<file path="config.mk">
export PLATFORM = sky130hd
export DESIGN_NAME = cache_miss_ctrl_flat
export DESIGN_NICKNAME = d
export VERILOG_FILES = /design/src/rtl/cache_miss_ctrl_if.sv /design/src/rtl/cache_miss_ctrl.sv /design/src/flat_wrapper.sv
export SDC_FILE = /design/constraint.sdc
export NUM_CORES = 1
export LEC_CHECK = 0
export BUFFER_PORTS_ARGS = -buffer_cell sky130_fd_sc_hd__buf_4
export CAP_MARGIN = 20
export CORE_MARGIN = 1
export CORE_UTILIZATION = 41
export CTS_CLUSTER_DIAMETER = 80
export DETAILED_ROUTE_END_ITERATION = 12
export PLACE_DENSITY = 0.94
export SKIP_LAST_GASP = 1
export SLEW_MARGIN = 20
export SYNTH_ARGS = -nofsm -noshare
export SYNTH_HDL_FRONTEND = slang
export SYNTH_SLANG_ARGS = --single-unit
export TNS_END_PERCENT = 5
</file>
<file path="constraint.sdc">
create_clock -name clk -period 4.5 [get_ports clk]
set_input_delay 0.45 -clock clk [delete_from_list [all_inputs] [get_ports clk]]
set_output_delay 0.45 -clock clk [all_outputs]
set_load 0.05 [all_outputs]
</file>
<file path="src/rtl/cache_miss_ctrl_if.sv">
// Cache miss controller bus bundle: lookup-side miss handshake, replacement
// hook, memory line-fetch channel and data/tag array fill port.
// Optional feature macro: CACHE_MISS_CTRL_CRITICAL_WORD_FIRST_EN adds crit_valid/crit_data.
interface cache_miss_ctrl_if #(
  parameter int unsigned ADDR_SIZE   = 32,
  parameter int unsigned NUM_SETS    = 16,
  parameter int unsigned NUM_WAYS    = 4,
  parameter int unsigned BLOCK_WORDS = 4
);
  localparam int unsigned SET_W = $clog2(NUM_SETS);
  localparam int unsigned WAY_W = $clog2(NUM_WAYS);
  localparam int unsigned OFF_W = $clog2(BLOCK_WORDS);
  localparam int unsigned TAG_W = ADDR_SIZE - SET_W - OFF_W - 2;

  logic                 miss_valid;
  logic [ADDR_SIZE-1:0] miss_addr;
  logic                 miss_ready;
  logic [WAY_W-1:0]     victim_way;
  logic                 replace;
  logic                 mem_req_valid;
  logic                 mem_req_ready;
  logic [ADDR_SIZE-1:0] mem_req_addr;
  logic                 mem_rsp_valid;
  logic [31:0]          mem_rsp_data;
  logic                 fill_we;
  logic [SET_W-1:0]     fill_set;
  logic [WAY_W-1:0]     fill_way;
  logic [OFF_W-1:0]     fill_offset;
  logic [31:0]          fill_data;
  logic                 tag_we;
  logic [TAG_W-1:0]     tag_value;
  logic                 busy;
  logic                 refill_done;
`ifdef CACHE_MISS_CTRL_CRITICAL_WORD_FIRST_EN
  logic                 crit_valid;
  logic [31:0]          crit_data;
`endif

  // Controller side
  modport master (
    input  miss_valid, miss_addr, victim_way, mem_req_ready, mem_rsp_valid, mem_rsp_data,
    output miss_ready, replace, mem_req_valid, mem_req_addr, fill_we, fill_set, fill_way,
           fill_offset, fill_data, tag_we, tag_value, busy, refill_done
`ifdef CACHE_MISS_CTRL_CRITICAL_WORD_FIRST_EN
    , output crit_valid, crit_data
`endif
  );

  // Lookup / memory / array side
  modport slave (
    output miss_valid, miss_addr, victim_way, mem_req_ready, mem_rsp_valid, mem_rsp_data,
    input  miss_ready, replace, mem_req_valid, mem_req_addr, fill_we, fill_set, fill_way,
           fill_offset, fill_data, tag_we, tag_value, busy, refill_done
`ifdef CACHE_MISS_CTRL_CRITICAL_WORD_FIRST_EN
    , input crit_valid, crit_data
`endif
  );
endinterface

</file>
<file path="src/rtl/cache_miss_ctrl.sv">
// Cache miss controller: accepts one miss, fetches the whole line from memory,
// writes each returned word into the data array, then commits tag/valid and
// pulses the replacement policy.
// Optional feature macro: CACHE_MISS_CTRL_CRITICAL_WORD_FIRST_EN (fetch starts
// at the missing word, counter wraps, crit_valid/crit_data flag the first word).
module cache_miss_ctrl #(
  parameter int unsigned ADDR_SIZE   = 32,
  parameter int unsigned NUM_SETS    = 16,
  parameter int unsigned NUM_WAYS    = 4,
  parameter int unsigned BLOCK_WORDS = 4
) (
  input logic             clk,
  input logic             rst,
  cache_miss_ctrl_if.master bus
);
  localparam int unsigned SET_W = $clog2(NUM_SETS);
  localparam int unsigned WAY_W = $clog2(NUM_WAYS);
  localparam int unsigned OFF_W = $clog2(BLOCK_WORDS);
  localparam int unsigned TAG_W = ADDR_SIZE - SET_W - OFF_W - 2;

  typedef enum logic [1:0] {IDLE, REQ, FILL, COMMIT} state_t;

  state_t           state_q;
  logic [TAG_W-1:0] tag_q;
  logic [SET_W-1:0] set_q;
  logic [OFF_W-1:0] off_q;
  logic [WAY_W-1:0] way_q;
  logic [OFF_W-1:0] cnt_q;
  logic [OFF_W-1:0] cnt_inc;
  logic [OFF_W-1:0] cnt_start;
  logic             miss_ready_q;
  logic             busy_q;
  logic             req_valid_q;
  logic             commit_q;
  logic             word_in;

  assign word_in = (state_q == FILL) && bus.mem_rsp_valid;
  assign cnt_inc = cnt_q + 1'b1;

`ifdef CACHE_MISS_CTRL_CRITICAL_WORD_FIRST_EN
  logic first_q;
  logic unused_bits;
  assign unused_bits  = &{1'b0, bus.miss_addr[1:0]};
  assign cnt_start    = off_q;
  assign bus.mem_req_addr = {tag_q, set_q, off_q, 2'b00};
  assign bus.crit_valid   = word_in && first_q;
  assign bus.crit_data    = (word_in && first_q) ? bus.mem_rsp_data : '0;

  // Marks the first word of the burst (the critical word)
  always_ff @(posedge clk) begin
    if (rst) begin
      first_q <= 1'b0;
    end else if (state_q == REQ && bus.mem_req_ready) begin
      first_q <= 1'b1;
    end else if (word_in) begin
      first_q <= 1'b0;
    end
  end
`else
  logic unused_bits;
  assign unused_bits  = &{1'b0, bus.miss_addr[1:0], off_q};
  assign cnt_start    = '0;
  assign bus.mem_req_addr = {tag_q, set_q, {(OFF_W + 2){1'b0}}};
`endif

  // Main refill FSM with registered handshake/commit outputs
  always_ff @(posedge clk) begin
    if (rst) begin
      state_q      <= IDLE;
      tag_q        <= '0;
      set_q        <= '0;
      off_q        <= '0;
      way_q        <= '0;
      cnt_q        <= '0;
      miss_ready_q <= 1'b1;
      busy_q       <= 1'b0;
      req_valid_q  <= 1'b0;
      commit_q     <= 1'b0;
    end else begin
      commit_q <= 1'b0;
      case (state_q)
        IDLE: begin
          if (bus.miss_valid) begin
            tag_q        <= bus.miss_addr[ADDR_SIZE-1 -: TAG_W];
            set_q        <= bus.miss_addr[OFF_W+2 +: SET_W];
            off_q        <= bus.miss_addr[2 +: OFF_W];
            way_q        <= bus.victim_way;
`ifdef CACHE_MISS_CTRL_CRITICAL_WORD_FIRST_EN
            cnt_q        <= bus.miss_addr[2 +: OFF_W];
`else
            cnt_q        <= '0;
`endif
            miss_ready_q <= 1'b0;
            busy_q       <= 1'b1;
            req_valid_q  <= 1'b1;
            state_q      <= REQ;
          end
        end
        REQ: begin
          if (bus.mem_req_ready) begin
            req_valid_q <= 1'b0;
            state_q     <= FILL;
          end
        end
        FILL: begin
          if (bus.mem_rsp_valid) begin
            cnt_q <= cnt_inc;
            // Burst ends when the wrapped counter comes back to its start
            if (cnt_inc == cnt_start) begin
              commit_q <= 1'b1;
              state_q  <= COMMIT;
            end
          end
        end
        COMMIT: begin
          miss_ready_q <= 1'b1;
          busy_q       <= 1'b0;
          state_q      <= IDLE;
        end
        default: state_q <= IDLE;
      endcase
    end
  end

  assign bus.miss_ready    = miss_ready_q;
  assign bus.busy          = busy_q;
  assign bus.mem_req_valid = req_valid_q;
  assign bus.tag_we        = commit_q;
  assign bus.replace       = commit_q;
  assign bus.refill_done   = commit_q;
  assign bus.tag_value     = tag_q;
  assign bus.fill_we       = word_in;
  assign bus.fill_set      = set_q;
  assign bus.fill_way      = way_q;
  assign bus.fill_offset   = cnt_q;
  assign bus.fill_data     = word_in ? bus.mem_rsp_data : '0;
endmodule

</file>
<file path="src/flat_wrapper.sv">
// flat-port wrapper written by rule: the top's interface ports become plain ports
module cache_miss_ctrl_flat 
#(
  parameter int unsigned ADDR_SIZE   = 32,
  parameter int unsigned NUM_SETS    = 16,
  parameter int unsigned NUM_WAYS    = 4,
  parameter int unsigned BLOCK_WORDS = 4
)
  (clk, rst, bus_miss_valid, bus_miss_addr, bus_victim_way, bus_mem_req_ready, bus_mem_rsp_valid, bus_mem_rsp_data, bus_miss_ready, bus_replace, bus_mem_req_valid, bus_mem_req_addr, bus_fill_we, bus_fill_set, bus_fill_way, bus_fill_offset, bus_fill_data, bus_tag_we, bus_tag_value, bus_busy, bus_refill_done);
  cache_miss_ctrl_if #(.ADDR_SIZE(ADDR_SIZE), .NUM_SETS(NUM_SETS), .NUM_WAYS(NUM_WAYS), .BLOCK_WORDS(BLOCK_WORDS)) bus_i ();
  input logic clk;
  input logic rst;
  input wire logic [$bits(bus_i.miss_valid)-1:0] bus_miss_valid;
  input wire logic [$bits(bus_i.miss_addr)-1:0] bus_miss_addr;
  input wire logic [$bits(bus_i.victim_way)-1:0] bus_victim_way;
  input wire logic [$bits(bus_i.mem_req_ready)-1:0] bus_mem_req_ready;
  input wire logic [$bits(bus_i.mem_rsp_valid)-1:0] bus_mem_rsp_valid;
  input wire logic [$bits(bus_i.mem_rsp_data)-1:0] bus_mem_rsp_data;
  output wire logic [$bits(bus_i.miss_ready)-1:0] bus_miss_ready;
  output wire logic [$bits(bus_i.replace)-1:0] bus_replace;
  output wire logic [$bits(bus_i.mem_req_valid)-1:0] bus_mem_req_valid;
  output wire logic [$bits(bus_i.mem_req_addr)-1:0] bus_mem_req_addr;
  output wire logic [$bits(bus_i.fill_we)-1:0] bus_fill_we;
  output wire logic [$bits(bus_i.fill_set)-1:0] bus_fill_set;
  output wire logic [$bits(bus_i.fill_way)-1:0] bus_fill_way;
  output wire logic [$bits(bus_i.fill_offset)-1:0] bus_fill_offset;
  output wire logic [$bits(bus_i.fill_data)-1:0] bus_fill_data;
  output wire logic [$bits(bus_i.tag_we)-1:0] bus_tag_we;
  output wire logic [$bits(bus_i.tag_value)-1:0] bus_tag_value;
  output wire logic [$bits(bus_i.busy)-1:0] bus_busy;
  output wire logic [$bits(bus_i.refill_done)-1:0] bus_refill_done;
  assign bus_i.miss_valid = bus_miss_valid;
  assign bus_i.miss_addr = bus_miss_addr;
  assign bus_i.victim_way = bus_victim_way;
  assign bus_i.mem_req_ready = bus_mem_req_ready;
  assign bus_i.mem_rsp_valid = bus_mem_rsp_valid;
  assign bus_i.mem_rsp_data = bus_mem_rsp_data;
  assign bus_miss_ready = bus_i.miss_ready;
  assign bus_replace = bus_i.replace;
  assign bus_mem_req_valid = bus_i.mem_req_valid;
  assign bus_mem_req_addr = bus_i.mem_req_addr;
  assign bus_fill_we = bus_i.fill_we;
  assign bus_fill_set = bus_i.fill_set;
  assign bus_fill_way = bus_i.fill_way;
  assign bus_fill_offset = bus_i.fill_offset;
  assign bus_fill_data = bus_i.fill_data;
  assign bus_tag_we = bus_i.tag_we;
  assign bus_tag_value = bus_i.tag_value;
  assign bus_busy = bus_i.busy;
  assign bus_refill_done = bus_i.refill_done;
  cache_miss_ctrl #(.ADDR_SIZE(ADDR_SIZE), .NUM_SETS(NUM_SETS), .NUM_WAYS(NUM_WAYS), .BLOCK_WORDS(BLOCK_WORDS)) u_core (.clk(clk), .rst(rst), .bus(bus_i));
endmodule
</file>
Word-level counts from Yosys, hierarchy flattened
Cells that the tools add are included.
Widths: inputs -> output; s select.
- bits of input ports: 71
- output and inout bits: 103
- bits in registers: 38
- word-level logic and storage cells: 47
- equality and inequality tests: 7
- bitwise gates (word level): 2
- reduce and logical (&&, ||, !) cells: 12
- mux-type cells: 16
- $add $sub $neg: 1
- operators by type and width (cell ; number):
    $mux 32 ; 1
    $mux 2 ; 6
    $ne 2x2->1 const B ; 4
    $pmux 2 s4 ; 1
    $pmux 1 s2 ; 3
    $reduce_and 3->1 ; 2
    $reduce_bool 2->1 ; 3
    $eq 2x2->1 const B ; 2
    $logic_not 2->1 ; 2
    $mux 1 ; 4
    $pmux 2 s2 ; 1
    $reduce_and 2->1 ; 2
    $reduce_and 4->1 ; 1
    $reduce_or 3->1 ; 1
    $add 2x1->2 const B ; 1
    $eq 2x1->1 const B ; 1
    $not 1->1 ; 2
    $logic_and 1x1->1 ; 1

Logic depth before layout (Yosys ltp)
- depth in word-level cells: 5
- mapped depth: 6
- mapped depth without buffers: 5

Least setup slack after synthesis
OpenSTA, ideal clock, no wires.
- path kind: register to output
- from: register u_core.state_q[0]
- to: output bus_fill_data[0]
- cell stages (with the launch flop): 5
- arrival: 1361 ps
- path buffers: 1
- slack: 2689 ps
- path through: dfxtp_1 -> inv_1 -> ha_1 -> clkbuf_1 -> and3_1
- word-level cells in the longest chain between the ends: 3
- RTL lines (element ; line ; source):
    start: declaration ; cache_miss_ctrl.sv:23 ; state_t state_q;
    start signal: assignment ; cache_miss_ctrl.sv:69 ; state_q <= IDLE;
    start signal: assignment ; cache_miss_ctrl.sv:96 ; state_q <= REQ;
    start signal: assignment ; cache_miss_ctrl.sv:102 ; state_q <= FILL;
    $eq 2x2->1 ; cache_miss_ctrl.sv:37 ; assign word_in = (state_q == FILL) && bus.mem_rsp_valid;
    $logic_and 1x1->1 ; cache_miss_ctrl.sv:37 ;
    $mux 32 ; cache_miss_ctrl.sv:136 ; assign bus.fill_data = word_in ? bus.mem_rsp_data : '0;
    end: declaration ; flat_wrapper.sv:27 ; output wire logic [$bits(bus_i.fill_data)-1:0] bus_fill_data;
Every way passes these cells.

Final worst setup path
Ends and elaborated chain as after synthesis.

==> flow_metrics.py <==
metrics = {
    "routing": {
        "route.detailed.drc": 0,
        "route.antenna.remaining_nets": 0,
        "drt-vias-per-instance": 4.65,
        "routed_wl_um": 5490,
        "num_vias": 2087,
        "firstDrtPassIters": 4,
        "first_iter_violations": 81,
        "wire_per_inst_um": 12.2,
    },
    "place": {
        "gp_congestion": 0.809,
        "placed_cells": 441,
        "io_buffer_count": 165,
        "dpl.hpwl_um": 4240,
        "placement.cell_area_mm2": 0.00302,
        "place_ws_ns": 2.31,
    },
    "cts": {
        "cts_max_level": 2,
        "cts.repair.resized": 0,
        "number_of_clock_buffers_inserted_by_tritoncts": 5,
        "tritoncts": "done",
        "clock_sinks": 38,
        "cts-root-to-sink-buffers": 2,
        "total_setup_buffers_inserted_after_cts": 0,
        "ctsRootBufferMaster": "clkbuf_8",
        "cts.hold.buffers_added": 0,
        "clk_pin_slew_worst_paths_ns": 0.07,
        "clock_insertion_delay_worst_skew_ns": 0.28,
    },
    "timing": {
        "setup_viol": 0,
        "drv_slew": 0,
        "setup_clock_skew_after_layout_ns": 0.00437,
        "grt_setup_unrepaired": "false",
        "maxClockFrequency_mhz": 405,
        "hold_violations": 0,
        "tightestPinTransition_ns": 0.991,
        "fin_worst_hold_slack_ns": 0.410,
        "fin_ws_ns": 2.03,
        "shortest_clock_period_the_worst_path_allows_after_layout_ns": 2.47,
        "final_period_utilization": 0.549,
        "worst_max_slew_margin_expressed_relative_to_the_limit": 0.338,
        "final.setup.tns_ns": 0,
    },
    "finish": {
        "area_delta_synth_final_pct": 55.9,
        "multiInputGateArea_um2": 931,
        "fin_nets": 459,
        "layout_common_cells": "165 x buf_4, 61 x nand2_1, 38 x dfxtp_1, 35 x a21oi_1, 33 x and3_1",
        "drive_above_1_share": 0.461,
        "fin_cells": 449,
        "n_antenna_cell": 0,
        "sequential_cell_area_um2": 761,
        "filler_cell_count": 418,
        "mostFrequentLayoutCell": "buf_4",
        "final_design_area_no_fill_mm2": 0.00313,
    },
    "worst_hold_path": {
        "min-delay-path-class": "input port to flip-flop",
        "timing.hold.worst.start": "bus_miss_addr[14]",
        "holdPathEnd": "u_core.bus.tag_value[6]",
        "min_delay_path_depth": 3,
    },
    "critical_path": {
        "worstSetupEndpointType": "primary output",
        "regToRegEndpoint": "u_core.state_q[0]",
        "crit_type": "flip-flop to primary output",
        "worst_setup_path_start_kind": "flip-flop",
        "path_max_fanout": 35,
        "critical_path.n_buffers_inverters": 2,
        "rr_worst_depth": 5,
        "crit_slowest_cell": "ha_1",
        "timing.rr.start": "u_core.state_q[0]",
        "timing.critical_path.max_delay_family": "adder cells",
        "crit_arrival_ns": 2.02,
        "largest_incremental_delay_on_the_critical_path_ns": 0.73,
        "crit_chain": "inv_1 -> ha_1 -> and3_1 -> buf_4",
        "worst-endpoint-required_ns": 4.05,
        "register_to_register_path_setup_slack_ns": 2.34,
    },
    "die": {
        "die-area_mm2": 0.00518,
        "core_area_mm2": 0.00472,
        "design.portCount": 174,
        "fp.dieW_um": 72.0,
        "initial_utilization": 0.425,
        "rows": 25,
        "die_y_um": 72.0,
    },
    "grt": {
        "antenna_found_initial": 0,
        "number_of_global_route_vias_before_repair": 1819,
        "grt_max_degree": 41,
        "grt.total_usage": 0.201,
        "grt-ovfl-total": 0,
        "grt_pass1_wl_um": 8230,
    },
    "power_and_ir_drop": {
        "worst_vdd_ir_uv": 371,
        "leakage_nw": 1.69,
        "cellPowerDensity_mw_per_mm2": 594,
    },
    "yosys": {
        "ys_warn_count": 0,
        "avgSynthCellArea_um2": 7.85,
        "ys_top_cells_by_area": "dfxtp_1 38%, buf_4 13%, nand2_1 11%, and3_1 10%, a21oi_1 8.7%",
        "synth.ff_latch_count": 38,
        "synth_largest_area_cell": "dfxtp_1",
        "synthesis.area_mm2": 0.00201,
        "post_synthesis_cell_type_count": 30,
        "postSynthCellCount": 256,
        "yosysSeqAreaShare": 0.379,
        "synth_top_area_frac": 0.379,
    },
    "outcome": {
        "outcome": "completed",
    },
    "flow_run": {
        "drv_cap": 0,
    },
}
## routing by layer
| metal | up-vias | global-route usage | wire [um] |
|---|---|---|---|
| met5 | - | 0 | 0 |
| met2 | 75 | 0.373 | 2960 |
| met3 | 11 | 0.0486 | 312 |
| met4 | 0 | 0.0763 | 75 |
| met1 | 947 | 0.220 | 2140 |
| li1 | 1054 | - | - |
## report_power, final
group / internal (mW) / switching (mW) / total, mW
clock network: 0.166 / 0.109 / 0.275
registers: 0.408 / 0.0558 / 0.464
logic: 0.340 / 0.780 / 1.12
## sequential cells by signal (all words and copies together), names as in the netlist
signal and flops:
u_core.bus.mem_req_valid 1, u_core.bus.refill_done 1, u_core.bus.miss_ready 1, u_core.state_q 2
u_core.bus.busy 1, u_core.bus.fill_way 2, u_core.bus.fill_offset 2, u_core.bus.tag_value 24
u_core.bus.fill_set 4
## worst register-to-register path: stages, from the launching register on
cell       delay [ns]
dfxtp_1          0.39
inv_1            0.12
ha_1             0.51
nor2b_2          0.33
a2111oi_4        0.35
mux2_1           0.35
## synthesized netlist by cell type (all sizes together)
| cell type | number |
|---|---|
| a2111oi | 1 |
| a21boi | 1 |
| a21oi | 35 |
| and2 | 2 |
| and3 | 33 |
| buf | 40 |
| clkbuf | 10 |
| conb | 1 |
| dfxtp | 38 |
| ha | 7 |
| inv | 3 |
| mux2 | 1 |
| mux2i | 1 |
| nand2 | 61 |
| nand2b | 5 |
| nand3 | 1 |
| nand4 | 1 |
| nand4b | 1 |
| nor2 | 4 |
| nor2b | 3 |
| nor3b | 1 |
| nor4 | 1 |
| o21ba | 1 |
| o21bai | 1 |
| o31ai | 2 |
| or2 | 1 |
## metrics by stage
stage          utilization  power, mW
2_1_floorplan            -       1.34
3_3_place_gp         0.640       1.58
3_5_place_dp         0.640       1.60
4_1_cts              0.663       1.88
5_1_grt              0.663       1.96
6_report             0.663       1.86
## how the worst max path moves through the flow
stage                 startpoint                       end  slack, ns  depth (start not counted)
4_1_cts        u_core.state_q[0]          bus_fill_data[0]       2.02                          4
2_1_floorplan  u_core.state_q[0]          bus_fill_data[0]       2.69                          4
3_3_place_gp   u_core.state_q[0]  u_core.bus.mem_req_valid       2.39                          5
3_5_place_dp   u_core.state_q[0]          bus_fill_data[0]       2.31                          4
6_report       u_core.state_q[0]          bus_fill_data[0]       2.03                          4
5_1_grt        u_core.state_q[0]          bus_fill_data[0]       1.87                          4
## final cells by class
cell class                      instances  area share
Inverter                                3     0.00360
Timing Repair Buffer                  165       0.396
Sequential cell                        38       0.243
Clock buffer                            7      0.0244
Tap cell                               67      0.0268
Multi-Input combinational cell        168       0.297
Clock inverter                          1     0.00959
## cell families after synthesis
| kind of cell | Yosys count | synth area share |
|---|---|---|
| simple gates | 114 | 0.280 |
| buf+inv | 53 | 0.164 |
| compound gates | 41 | 0.121 |
| flops | 38 | 0.379 |
| fa+ha+maj | 7 | 0.0436 |
| mux | 2 | 0.0106 |
| other cells | 1 | 0.00187 |
No activity file was read; power rests on OpenSTA's default activity.
